### config.mk
export PLATFORM = sky130hd
export DESIGN_NAME = queen_solution_sender_flat
export DESIGN_NICKNAME = d
export VERILOG_FILES = /design/src/rtl/queen_solution_sender_if.sv /design/src/rtl/queen_solution_sender.sv /design/src/flat_wrapper.sv
export SDC_FILE = /design/constraint.sdc
export NUM_CORES = 1
export LEC_CHECK = 0
export CAP_MARGIN = 20
export CORE_ASPECT_RATIO = 0.75
export CORE_MARGIN = 4
export CORE_UTILIZATION = 55
export CTS_BUF_LIST = sky130_fd_sc_hd__clkbuf_16
export DETAILED_ROUTE_END_ITERATION = 8
export DONT_BUFFER_PORTS = 1
export HOLD_SLACK_MARGIN = 0.15
export PLACE_DENSITY_LB_ADDON = 0.2
export SLEW_MARGIN = 20
export SYNTH_ARGS = -nofsm -noshare
export SYNTH_HDL_FRONTEND = slang
export SYNTH_SLANG_ARGS = --single-unit
export TNS_END_PERCENT = 5
### constraint.sdc
create_clock -name clk -period 4.4 [get_ports clk]
set_clock_uncertainty 0.15 [all_clocks]
set_input_delay 0.66 -clock clk [delete_from_list [all_inputs] [get_ports clk]]
set_output_delay 0.66 -clock clk [all_outputs]
set_load 0.02 [all_outputs]
### src/rtl/queen_solution_sender_if.sv
// queen_solution_sender_if: solver-side capture inputs and (row, column) valid/ready stream.
interface queen_solution_sender_if #(parameter int N = 8, parameter int IDX_W = 3);
  logic             in_done;
  logic             in_valid;
  logic [N-1:0]     in_row;
  logic             out_valid;
  logic             out_ready;
  logic [IDX_W-1:0] out_row;
  logic [IDX_W-1:0] out_col;
  logic             out_last;
  logic             busy;
  logic             frame_done;
  logic             error;
  modport master (
    output in_done, in_valid, in_row, out_ready,
    input  out_valid, out_row, out_col, out_last, busy, frame_done, error
  );
  modport slave (
    input  in_done, in_valid, in_row, out_ready,
    output out_valid, out_row, out_col, out_last, busy, frame_done, error
  );
endinterface

### src/rtl/queen_solution_sender.sv
// queen_solution_sender: buffers one 8-queen board from the solver and streams it as (row, column) pairs.
module queen_solution_sender #(
  parameter int N     = 8,
  parameter int IDX_W = 3
) (
  input  logic                     clk,
  input  logic                     reset_n,
  queen_solution_sender_if.slave   s
);
  typedef enum logic [1:0] {IDLE, CAPTURE, SEND} state_t;
  localparam logic [IDX_W-1:0] LAST = IDX_W'(N - 1);
  state_t           state_q;
  logic [IDX_W-1:0] wr_ptr_q, rd_ptr_q;
  logic [IDX_W-1:0] col_q [N];
  logic             busy_q, out_valid_q, frame_done_q, error_q;
  logic [IDX_W-1:0] enc;
  logic             bad;
  // lowest set bit wins, so scan from the top down
  always_comb begin
    enc = '0;
    for (int k = N - 1; k >= 0; k--) enc = s.in_row[k] ? k[IDX_W-1:0] : enc;
    bad = $countones(s.in_row) != 1;
  end
  always_ff @(posedge clk or negedge reset_n) begin
    if (!reset_n) begin
      state_q      <= IDLE;
      wr_ptr_q     <= '0;
      rd_ptr_q     <= '0;
      for (int i = 0; i < N; i++) col_q[i] <= '0;
      busy_q       <= 1'b0;
      out_valid_q  <= 1'b0;
      frame_done_q <= 1'b0;
      error_q      <= 1'b0;
    end else begin
      frame_done_q <= 1'b0;
      case (state_q)
        IDLE: begin
          if (s.in_done) begin
            state_q  <= CAPTURE;
            wr_ptr_q <= '0;
            error_q  <= 1'b0;
            busy_q   <= 1'b1;
          end
        end
        CAPTURE: begin
          if (s.in_done) begin
            wr_ptr_q <= '0;
            error_q  <= 1'b1;
          end else if (s.in_valid) begin
            col_q[wr_ptr_q] <= enc;
            wr_ptr_q        <= wr_ptr_q + 1'b1;
            if (bad) error_q <= 1'b1;
            if (wr_ptr_q == LAST) begin
              state_q     <= SEND;
              rd_ptr_q    <= '0;
              out_valid_q <= 1'b1;
            end
          end
        end
        SEND: begin
          if (s.in_valid || s.in_done) error_q <= 1'b1;
          if (s.out_ready) begin
            rd_ptr_q <= rd_ptr_q + 1'b1;
            if (rd_ptr_q == LAST) begin
              state_q      <= IDLE;
              out_valid_q  <= 1'b0;
              busy_q       <= 1'b0;
              frame_done_q <= 1'b1;
            end
          end
        end
        default: state_q <= IDLE;
      endcase
    end
  end
  assign s.out_valid  = out_valid_q;
  assign s.out_row    = out_valid_q ? rd_ptr_q : '0;
  assign s.out_col    = out_valid_q ? col_q[rd_ptr_q] : '0;
  assign s.out_last   = out_valid_q && rd_ptr_q == LAST;
  assign s.busy       = busy_q;
  assign s.frame_done = frame_done_q;
  assign s.error      = error_q;
endmodule

### src/flat_wrapper.sv
// flat-port wrapper written by rule: the top's interface ports become plain ports
module queen_solution_sender_flat 
#(
  parameter int N     = 8,
  parameter int IDX_W = 3
)
  (clk, reset_n, s_in_done, s_in_valid, s_in_row, s_out_ready, s_out_valid, s_out_row, s_out_col, s_out_last, s_busy, s_frame_done, s_error);
  queen_solution_sender_if #(.N(N), .IDX_W(IDX_W)) s_i ();
  input  logic clk;
  input  logic reset_n;
  input wire logic [$bits(s_i.in_done)-1:0] s_in_done;
  input wire logic [$bits(s_i.in_valid)-1:0] s_in_valid;
  input wire logic [$bits(s_i.in_row)-1:0] s_in_row;
  input wire logic [$bits(s_i.out_ready)-1:0] s_out_ready;
  output wire logic [$bits(s_i.out_valid)-1:0] s_out_valid;
  output wire logic [$bits(s_i.out_row)-1:0] s_out_row;
  output wire logic [$bits(s_i.out_col)-1:0] s_out_col;
  output wire logic [$bits(s_i.out_last)-1:0] s_out_last;
  output wire logic [$bits(s_i.busy)-1:0] s_busy;
  output wire logic [$bits(s_i.frame_done)-1:0] s_frame_done;
  output wire logic [$bits(s_i.error)-1:0] s_error;
  assign s_i.in_done = s_in_done;
  assign s_i.in_valid = s_in_valid;
  assign s_i.in_row = s_in_row;
  assign s_i.out_ready = s_out_ready;
  assign s_out_valid = s_i.out_valid;
  assign s_out_row = s_i.out_row;
  assign s_out_col = s_i.out_col;
  assign s_out_last = s_i.out_last;
  assign s_busy = s_i.busy;
  assign s_frame_done = s_i.frame_done;
  assign s_error = s_i.error;
  queen_solution_sender #(.N(N), .IDX_W(IDX_W)) u_core (.clk(clk), .reset_n(reset_n), .s(s_i));
endmodule
==> results of run 1 <==
metal layers:
metal | GRT usage [%] | share of wire (%) | wire length [um] | vias up
li1 | - | - | - | 639
met1 | 24.1 | 45 | 1850 | 672
met2 | 32.2 | 49 | 2030 | 33
met3 | 7.49 | 4.9 | 201 | 4
met4 | 8.58 | 1.2 | 51 | 0
met5 | 0 | 0 | 0 | -
metrics by stage:
step / utilization (%) / power (mW) / instance area (um^2) / hold slack, ns
3_5_place_dp: 58.2 / 0.816 / 2140 / 0.216
3_3_place_gp: 58.2 / 0.801 / 2140 / 0.215
4_1_cts: 62.6 / 1.16 / 2310 / 0.359
5_1_grt: 62.6 / 1.22 / 2310 / 0.370
2_1_floorplan: - / 0.749 / 2120 / 0.214
6_report: 62.6 / 1.14 / 2310 / 0.353
cells in the final DEF (no fill, tap or decap), types with 3 or more instances in the layout:
| master | instances |
|---|---|
| nand3_1 | 4 |
| nand2_1 | 8 |
| nand4_1 | 3 |
| dfrtp_1 | 36 |
| clkbuf_16 | 5 |
| nor3_1 | 4 |
| o21ai_0 | 7 |
| mux2_2 | 25 |
| mux4_2 | 6 |
| a22o_1 | 3 |
| a21oi_1 | 5 |
| fa_1 | 4 |
| nor2_1 | 7 |
| ha_1 | 15 |
| inv_1 | 18 |
| mux2i_1 | 3 |
cells by family (layout without fill, tap and decap cells):
kind of cell,Yosys count,count (layout)
compound gates,25,25
fa+ha+maj,19,19
buf+inv,23,27
flops,36,36
mux,34,34
simple gates,39,39
critical path, delay by kind of cell:
family	cells	cell delay, ns
AO/OA/AOI/OAI	1	0.14
AND/OR/NAND/NOR	1	0.32
buffers and inverters	2	0.09
adder cells (fa/ha/maj)	5	1.88
multiplexers	1	0.28
layout make-up:
cell class              instances  area, um^2  share of cell area, %
clock buffers                   5         125                   5.42
flip-flops and latches         36         901                   39.0
well taps                      52        65.1                   2.82
inverters                      18        67.6                   2.93
repair buffers                  2        30.0                   1.30
clock inverters                 2        7.51                  0.325
multi-input cells             117        1110                   48.2
power breakdown:
| part | internal, mW | switching, mW | total [mW] | leakage (nW) |
|---|---|---|---|---|
| clock network | 0.202 | 0.125 | 0.327 | 0.0648 |
| logic | 0.166 | 0.193 | 0.359 | 0.546 |
| registers | 0.382 | 0.0737 | 0.456 | 0.484 |
| total | 0.751 | 0.391 | 1.14 | 1.09 |
flip-flops by register name, summed over array words and instances (netlist names):
name and cells:
u_core.s.error 1, u_core.rd_ptr_q 3, u_core.wr_ptr_q 3, u_core.s.frame_done 1
u_core.state_q 2, u_core.s.out_valid 1, u_core.s.busy 1, u_core.col_q 24
worst paths after layout:
path	startpoint	to	slack, ns	depth (start not counted)
worst max-delay path	s_in_row[0]	u_core.s.error	1.03	10
worst min-delay path	u_core.col_q[9]	u_core.col_q[9]	0.35	1
worst max register to register	u_core.state_q[1]	u_core.col_q[6]	2.23	6
worst min register to register	u_core.col_q[9]	u_core.col_q[9]	0.35	1
max in group asynchronous	reset_n	u_core.col_q[13]	3.23	2
min in group asynchronous	reset_n	u_core.state_q[0]	0.68	2
==> flow_summary.json, run 1 <==
{
  "status": "completed",
  "yosysWarnings": 0,
  "path_common_cell": "fa_1",
  "first_pass_iters": 4,
  "synth_top_area_cell": "dfrtp_1",
  "stdcell_count": 232,
  "grt_max_degree": 37,
  "ys.flop_type": "dfrtp_1",
  "portBuffers": 0,
  "hold_viol_final": 0,
  "netlist_area_um2": 2120,
  "die_h_um": 61.8,
  "period_needed_ns": 3.37,
  "grt_usage_pct": 19.8,
  "vias_per_cell": 5.81,
  "max_slew.worst_pin.slew_ns": 0.983,
  "clk_latency_ns": 0.28,
  "slew_headroom_pct": 34.5,
  "critical_path.max_stage_delay_ns": 0.53,
  "synth_top_family_by_area": "multiplexers",
  "cts_root_buf": "clkbuf_16",
  "synth_edf_count": 0,
  "max_freq_ghz": 0.297,
  "cp_max_fo": 4,
  "vias": 1348,
  "yosysMostFrequentCell": "dfrtp_1",
  "synth_fp_nets": 208,
  "cp_cell_sequence": "ha_1 -> fa_1 -> inv_1 -> fa_1 -> inv_1 -> ha_1 -> fa_1 -> nor4b_1 -> a211oi_1 -> mux2_2",
  "chipWidth_um": 79.7,
  "syn_avg_cell_area_um2": 12.0,
  "cts_tree": "built",
  "peakVddDrop_v": 0.000317,
  "drc": 0,
  "antenna-diode-count": 0,
  "initial_utilization_pct": 57.5,
  "synthAdderAreaFrac_pct": 12.6,
  "postSynthCellCount": 176,
  "max_cap_viol_count": 0,
  "start_kind": "input pin",
  "core_um2": 3680,
  "synth_compound_area_share_pct": 8.03,
  "cts_sinks": 36,
  "nets": 212,
  "finalCritPeriodShare_pct": 76.5,
  "required_ns": 4.42,
  "grt_pass1_vias": 1478,
  "synthArstFlopShare_pct": 100,
  "leakage_nw": 1.09,
  "gp_congestion": 0.799,
  "drt-total-wl_mm": 4.14,
  "wire_per_inst_um": 17.8,
  "synth.area.top_cells": "dfrtp_1, mux2_2, ha_1, mux4_2, fa_1",
  "ys_ff_latch": 36,
  "yosys.area.top_type_share_pct": 42.5,
  "cts_made_buffers": 5,
  "num_rows": 19,
  "ys_types": 36,
  "cts_setup_buffers": 0,
  "cp_data_arrival_time_ns": 3.38,
  "p_per_area_nw_per_um2": 495,
  "final-max-slew-violation-count": 0,
  "grt-ovfl-total": 0,
  "postRouteAntennaNets": 0,
  "hold_buffers": 2,
  "fill_cells": 305,
  "area_growth_pct": 8.85,
  "synth-seq-area-share_pct": 42.5,
  "crit_type": "input pin to register",
  "drt_iter0_drc": 83,
  "grt_pass1_wl_mm": 7.11,
  "finalSetupViolCount": 0,
  "h-tree-depth": 2,
  "synth_xor_area_share_pct": 0,
  "dpl.cell_count": 223,
  "rsz0062_at_grt": "no",
  "pre_cts_slack_ns": 0.737,
  "ctsLongestPathBuffers": 2,
  "setup_slack_ns": 1.03,
  "tns_ns": 0,
  "synth-simple-area-share_pct": 10.7,
  "die_area_um2": 4920,
  "muxShareOfSynthArea_pct": 21.1,
  "drive_gt1_share_pct": 23.9,
  "hold_path.class": "register to register",
  "endpoint_kind": "register",
  "crit_slowest_cell": "fa_1",
  "io-pin-count": 24,
  "antenna_found_initial": 0,
  "hpwl_mm": 3.04,
  "ctsResizeCount": 0,
  "clk_pin_slew_ns": 0.05,
  "synth_common_cells": "dfrtp_1, mux2_2, inv_1, ha_1, nand2_1"
}
Power figures use the tool's default switching activity.
==> inputs of run 2 (changes only) <==
==> constraint.sdc (replaced) <==
create_clock -name clk -period 2.7 [get_ports clk]
set_clock_uncertainty 0.15 [all_clocks]
set_input_delay 0.405 -clock clk [delete_from_list [all_inputs] [get_ports clk]]
set_output_delay 0.405 -clock clk [all_outputs]
set_load 0.02 [all_outputs]
==> run 2 against run 1 <==
The flow now finishes with violations (setup timing). Sequential power rose by 64%. Cell area up 4.6%. Die area stayed put. Flip-flop and latch count unchanged. Setup slack got worse by 1.3 ns. Combinational power rose by 81%. Global-route usage increased by 0.34 points. Largest power group unchanged.
==> flow_summary.json, run 2 (synthesis gave the netlist of run 1 again) <==
{
  "status": "finished, violations left",
  "violations": "setup timing",
  "cts_sinks": 36,
  "rsz0062_at_grt": "yes",
  "use_met3_pct": 5.33,
  "crit_type": "input pin to register",
  "fill_cells": 269,
  "cp_cell_sequence": "ha_2 -> inv_1 -> fa_2 -> fa_1 -> inv_1 -> ha_2 -> fa_1 -> nor4b_2 -> a211oi_2 -> mux2_2",
  "grt-busiest-layer": "met2",
  "area_growth_pct": 13.9,
  "finalPower_mw": 2.04,
  "die_area_um2": 4920,
  "vias": 1403,
  "antenna-diode-count": 0,
  "crit_family": "adder cells",
  "cts_tree": "built",
  "finalCritPeriodShare_pct": 109,
  "critical_path.max_stage_delay_ns": 0.51,
  "crit_slowest_cell": "fa_1",
  "finalSetupViolCount": 1,
  "first_pass_iters": 4,
  "period_needed_ns": 2.93,
  "met2_usage_pct": 35.4,
  "drive_gt1_share_pct": 30.3,
  "hpwl_mm": 3.22,
  "critPathBufInv": 2,
  "dpl.cell_count": 226,
  "grt_pass1_vias": 1475,
  "postRouteAntennaNets": 0,
  "stdcell_count": 237,
  "r2r_start": "u_core.state_q[1]",
  "final_cell_mix": "dfrtp_1, mux2_2, inv_1",
  "core_um2": 3680,
  "grtUsageMet1_pct": 25.3,
  "h-tree-depth": 2,
  "io-pin-count": 24,
  "drt-total-wl_mm": 4.35,
  "peakVddDrop_v": 0.000642,
  "portBuffers": 0,
  "final_common_cell": "dfrtp_1",
  "chipWidth_um": 79.7,
  "antenna_found_initial": 0,
  "p_per_area_nw_per_um2": 843,
  "leakage_nw": 1.12,
  "hold_path.class": "input pin to register",
  "endpoint_kind": "register",
  "max_cap_viol_count": 0,
  "hold_viol_final": 0,
  "grt_max_degree": 37,
  "largest_reg_flops": 24,
  "grt_pass1_wl_mm": 7.33,
  "top_regs": "u_core.col_q: 24 flops, u_core.rd_ptr_q: 3 flops, u_core.wr_ptr_q: 3 flops",
  "cts_root_buf": "clkbuf_16",
  "nets": 216,
  "start_kind": "input pin",
  "initial_utilization_pct": 57.5,
  "setup_slack_ns": -0.233,
  "ctsLongestPathBuffers": 2,
  "hold_start": "s_out_ready",
  "max_freq_ghz": 0.341,
  "top_register": "u_core.col_q",
  "slew_headroom_pct": 59.5,
  "num_rows": 19,
  "required_ns": 2.71,
  "final-max-slew-violation-count": 0,
  "clk_pin_slew_ns": 0.06,
  "gp_congestion": 0.850,
  "cp_data_arrival_time_ns": 2.94,
  "cp_max_fo": 5,
  "grt_usage_pct": 20.1,
  "vias_per_cell": 5.92,
  "max_slew.worst_pin.slew_ns": 0.605,
  "cts_made_buffers": 5,
  "drt_iter0_drc": 96,
  "critPathLaunch": "s_in_row[1]",
  "pre_cts_slack_ns": -0.527,
  "wire_per_inst_um": 18.4,
  "die_h_um": 61.8,
  "fin_hold_ws_ns": 0.158,
  "grt-ovfl-total": 0,
  "clk_latency_ns": 0.27,
  "cts_setup_buffers": 0,
  "r2r_slack_ns": 0.48,
  "drc": 0
}
## run 2: changes by cell type in the layout (fill, tap and decap cells not counted), moves of 2 or more
cell / before / now
ha_4: 0 / 2
inv_1: 18 / 16
ha_2: 0 / 2
ha_1: 15 / 11
buf_4: 0 / 3
inv_2: 0 / 2
## run 2: final timing paths
check                                      endpoint  depth (start not counted)
worst min-delay path             u_core.rd_ptr_q[1]                          2
max in group asynchronous          u_core.col_q[13]                          2
worst max-delay path                 u_core.s.error                         10
worst max register to register     u_core.col_q[14]                          6
worst min register to register      u_core.col_q[4]                          1
min in group asynchronous       u_core.s.frame_done                          2
## run 2: worst register-to-register path: cells and delay by family (launching register included)
kind                       cells  cell delay [ns]
and+or+nand+nor                3             0.83
DFF                            1             0.38
muxes                          1             0.38
adders and majority gates      1             0.26
buffers and inverters          1             0.10
## run 2: layout make-up
type | instances | area [um^2] | area share (%)
clock buffer | 5 | 125 | 5.18
clock inverter | 3 | 37.5 | 1.56
inverter | 18 | 67.6 | 2.80
multi-input combinational | 117 | 1150 | 47.8
sequential | 36 | 901 | 37.3
tap | 52 | 65.1 | 2.70
timing repair buffer | 6 | 62.6 | 2.59
## run 2: timing repair
| item | CTS | global route |
|---|---|---|
| hold buffers | 3 | 0 |
| gates resized for setup | 0 | 2 |
| endpoints found under the setup margin | 1 | 1 |
| pin swaps | 0 | 0 |
| hold endpoints to repair | 38 | 0 |
## run 2: per-stage QoR
stage | TNS, ns | cell area, um^2 | utilization, %
2_1_floorplan | -0.435 | 2150 | -
3_3_place_gp | -0.474 | 2200 | 59.7
3_5_place_dp | -0.527 | 2200 | 59.7
4_1_cts | -0.250 | 2400 | 65.2
5_1_grt | -0.338 | 2410 | 65.5
6_report | -0.233 | 2410 | 65.5
## run 2: per-layer routing
| layer | wire [um] | part of all wire, % |
|---|---|---|
| met5 | 0 | 0 |
| met4 | 12 | 0.28 |
| met3 | 262 | 6.0 |
| met2 | 2290 | 53 |
| met1 | 1790 | 41 |
## run 2: where the power goes
group | internal (mW) | leakage, nW | switching [mW]
registers | 0.623 | 0.484 | 0.125
clock network | 0.429 | 0.0789 | 0.210
logic | 0.298 | 0.562 | 0.351
total | 1.35 | 1.12 | 0.686
